`src/rtl/speaker_serializer.sv`:
```
// Stereo I2S-style output stage for a CS4344-class DAC: derives MCLK/SCK/LRCK
// from a 512-cycle frame counter and shifts out 16+16 bit left-justified samples.
module speaker_serializer (
  input  logic        clk,
  input  logic        rst_n,
  input  logic [15:0] audio_l,
  input  logic [15:0] audio_r,
  input  logic        mute,
  output logic        audio_mclk,
  output logic        audio_sck,
  output logic        audio_lrck,
  output logic        audio_sdin,
  output logic        sample_req
);

  logic [8:0]  r_cnt;
  logic [31:0] r_sr;
  logic        r_sample_req;

  logic        w_frame_end;
  logic        w_bit_end;

  assign w_frame_end = (r_cnt == 9'd511);
  assign w_bit_end   = (r_cnt[3:0] == 4'd15);

  always_ff @(posedge clk or negedge rst_n) begin
    if (!rst_n) begin
      r_cnt <= 9'd0;
    end else begin
      r_cnt <= r_cnt + 9'd1;
    end
  end

  // Handshake: sample_req is a one-cycle strobe with no backpressure; the
  // audio_l/audio_r/mute values present in that cycle are the ones captured.
  always_ff @(posedge clk or negedge rst_n) begin
    if (!rst_n) begin
      r_sample_req <= 1'b0;
    end else begin
      r_sample_req <= (r_cnt == 9'd510);
    end
  end

  // Capture wins over shift on the last cycle of the frame.
  always_ff @(posedge clk or negedge rst_n) begin
    if (!rst_n) begin
      r_sr <= 32'd0;
    end else if (w_frame_end) begin
      r_sr <= mute ? 32'd0 : {audio_l, audio_r};
    end else if (w_bit_end) begin
      r_sr <= {r_sr[30:0], 1'b0};
    end
  end

  assign audio_mclk = r_cnt[1];
  assign audio_sck  = r_cnt[3];
  assign audio_lrck = r_cnt[8];
  assign audio_sdin = r_sr[31];
  assign sample_req = r_sample_req;

endmodule

```
`config.mk`:
```
export PLATFORM = sky130hd
export DESIGN_NAME = speaker_serializer
export DESIGN_NICKNAME = d
export VERILOG_FILES = /design/src/rtl/speaker_serializer.sv
export SDC_FILE = /design/constraint.sdc
export NUM_CORES = 1
export LEC_CHECK = 0
export BUFFER_PORTS_ARGS = -buffer_cell sky130_fd_sc_hd__buf_2
export CAP_MARGIN = 10
export CORE_MARGIN = 2
export CORE_UTILIZATION = 49
export CTS_CLUSTER_SIZE = 14
export DETAILED_ROUTE_END_ITERATION = 12
export PLACE_DENSITY = 0.73
export SLEW_MARGIN = 10
export SYNTH_ARGS = -nofsm -noshare
export SYNTH_HDL_FRONTEND = slang
export SYNTH_SLANG_ARGS = --single-unit
```
`constraint.sdc`:
```
create_clock -name clk -period 1.9 [get_ports clk]
set_clock_uncertainty 0.05 [all_clocks]
set_input_delay 0 -clock clk [delete_from_list [all_inputs] [get_ports clk]]
set_output_delay 0 -clock clk [all_outputs]
set_load 0.005 [all_outputs]
```
==> results.json <==
{
  "worstPathArrival_ns": 1.92,
  "clk_path_buf_depth": 2,
  "fin_crit_sh": 0.938,
  "rsz0062_at_grt": "no",
  "ant_nets": 0,
  "r2r_cells": 8,
  "synth_top_area_cell": "dfrtp_1",
  "syn_to_final_growth_pct": 41.1,
  "drt-pass1-iter-count": 4,
  "ys_seq_elements": 42,
  "async_flop_share": 1.00,
  "hold_viol_final": 0,
  "setup_ws_ns": 0.119,
  "hold_end": "r_sr[30]",
  "fin_setup_tns_ns": 0,
  "cp_cell_sequence": "ha_2 > nand3_2 > nor2_2 > ha_2 > and2b_2 > buf_12 > a21oi_1 > o21ai_1",
  "slew_headroom": 0.639,
  "setup_viol": 0,
  "grt_first_pass_wirelength_um": 7090,
  "ys.flop_type": "dfrtp_1",
  "pre_cts_ws_ns": 0.0630,
  "cts.sinks": 42,
  "synth-seq-area-share": 0.528,
  "cap_viol_max_count": 0,
  "antenna_cells": 0,
  "start_util": 0.505,
  "synth_fp_nets": 247,
  "vias_per_cell": 4.96,
  "die_w_um": 67.8,
  "synthTopCellsByCount": "dfrtp_1 (42), nand2_1 (34), nor2b_1 (31), a21oi_1 (30), o21ai_1 (28)",
  "finalMaxSlewViolations": 0,
  "synth_edf_count": 0,
  "crit_path_end_kind": "flip-flop",
  "startpoint_type": "flip-flop",
  "power.density_mw_per_mm2": 568,
  "synth_most_common_cell": "dfrtp_1",
  "fmax_ghz": 0.561,
  "holdPathStages": 4,
  "cpMostUsedCell": "ha_2",
  "cts_made_buffers": 5,
  "antenna_found_initial": 0,
  "drc": 0,
  "rows": 23,
  "crit_buf_inv": 1,
  "nNetsFinal": 329,
  "clk_pin_slew_ns": 0.08,
  "worst_pin_slew_ns": 0.542,
  "cp_slowest_stage_delay_ns": 0.43,
  "cts_root_buffer": "clkbuf_8",
  "synth_area_mm2": 0.00199,
  "finalCriticalPeriod_ns": 1.78,
  "status": "finished clean",
  "io_buffer_count": 39,
  "wl_um": 4550,
  "dpl.hpwl_um": 2550,
  "synth_cell_types": 21,
  "synth.area.top_cells": "dfrtp_1 (53%), nor2b_1 (9.7%), a21oi_1 (7.5%)",
  "grt_max_degree": 36,
  "reg2reg_slack_ns": 0.12,
  "crit_required_ns": 2.03,
  "grt_pass1_vias": 1628,
  "vias": 1693,
  "clk_latency_ns": 0.29,
  "reg2reg_to": "r_sr[20]",
  "yosysWarnings": 0,
  "path_delay_family": "flip-flops",
  "netlist_instances": 208,
  "grt_usage": 0.213,
  "hold_start": "audio_l[14]",
  "place_congestion": 0.763,
  "peakVddDrop_mv": 0.505,
  "overflow": 0,
  "chipHeight_um": 67.8,
  "cts_tree": "done",
  "synth.avg_cell_area_um2": 9.58,
  "crit_slowest_cell": "dfrtp_1",
  "worstSetupPathType": "flip-flop to flip-flop",
  "die-area_mm2": 0.00459,
  "crit_fanout": 20,
  "coreArea_mm2": 0.00394,
  "drtIter0Drc": 104,
  "hold_path_class": "input pin to flip-flop",
  "routedWlPerCell_um": 13.3,
  "p_leak_nw": 1.38,
  "drive_gt1_frac": 0.241,
  "netlist.area_leader.share": 0.528,
  "ios": 40,
  "htree_levels": 2,
  "worstReg2RegStart": "r_cnt[0]"
}
-- cell type report --
| class | instances | area [um2] |
|---|---|---|
| fill | 309 | 1130 |
| sequential | 42 | 1050 |
| multi-input combinational | 152 | 855 |
| timing repair buffer | 87 | 743 |
| clock buffer | 7 | 86.3 |
| tap | 50 | 62.6 |
| inverter | 2 | 7.51 |
| clock inverter | 1 | 5.00 |
-- worst max path at each step --
stage | startpoint | cells past startpoint | slack [ns] | end
2_1_floorplan | r_cnt[1] | 8 | 0.02 | r_sr[27]
3_5_place_dp | r_cnt[0] | 8 | 0.06 | r_sr[27]
3_3_place_gp | r_cnt[0] | 8 | 0.17 | r_sr[2]
6_report | r_cnt[0] | 8 | 0.12 | r_sr[20]
4_1_cts | r_cnt[0] | 8 | 0.04 | r_sr[28]
5_1_grt | r_cnt[0] | 8 | 0.003 | r_sr[24]
-- where the power goes --
part	switching, mW	internal [mW]	leakage, nW	total, mW
Clock	0.297	0.293	0.0482	0.590
Sequential	0	0.893	0.421	0.893
Combinational	0.0399	0.0739	0.908	0.114
-- metal layers --
metal | vias up | track usage | share of wire
met1 | 790 | 0.256 | 0.45
met2 | 38 | 0.376 | 0.50
li1 | 858 | - | -
met3 | 7 | 0.0450 | 0.036
met5 | - | 0 | 0
met4 | 0 | 0.0689 | 0.012
-- what timing repair did --
| item | 4_1_cts | 5_1_grt |
|---|---|---|
| endpoints found under the hold margin | 52 | 0 |
| hold buffers | 33 | 0 |
| buffers inserted | 0 | 1 |
| resized for setup | 0 | 10 |
| endpoints found under the setup margin | 0 | 29 |
-- stage by stage --
step | instance area [um2] | std cells | utilization | total power, mW | hold WS [ns]
2_1_floorplan | 1990 | 208 | - | 0.913 | -0.346
3_3_place_gp | 2290 | 297 | 0.582 | 0.973 | -0.0384
3_5_place_dp | 2290 | 297 | 0.582 | 0.973 | -0.0354
4_1_cts | 2720 | 338 | 0.689 | 1.61 | 0.107
5_1_grt | 2810 | 341 | 0.713 | 1.66 | 0.117
6_report | 2810 | 341 | 0.713 | 1.60 | 0.0993
-- flip-flops by register name, indices dropped and copies added (netlist names) --
name / flops
r_sr: 32
sample_req: 1
r_cnt: 9
-- cells in the final DEF, fill, tap and decap left out, drive strengths merged --
cell	instances
and2	1
buf	52
ha	4
dlygate4sd3	33
nand4	3
a31oi	1
xor2	3
clkbuf	9
inv	2
nor2	4
nand2	34
nand3	4
nor2b	31
clkinv	1
xnor2	3
o21ai	32
a21oi	30
dfrtp	42
and2b	1
mux2i	1
-- tightest hold or removal path, delay by kind of cell --
family,cells,cell delay (ns)
buffers and inverters,1,0.08
AOI/OAI and AO/OA,1,0.11
and+or+nand+nor,1,0.12
muxes,1,0.10
-- cells by family after synthesis --
logic type      after synthesis  synth area share
flops                        42             0.528
simple gates                 78             0.196
xor+xnor                      6            0.0264
compound gates               63             0.168
mux                           1           0.00503
fa+ha+maj                     4            0.0251
buf+inv                      14            0.0515
No activity file was read; power rests on OpenSTA's default activity.
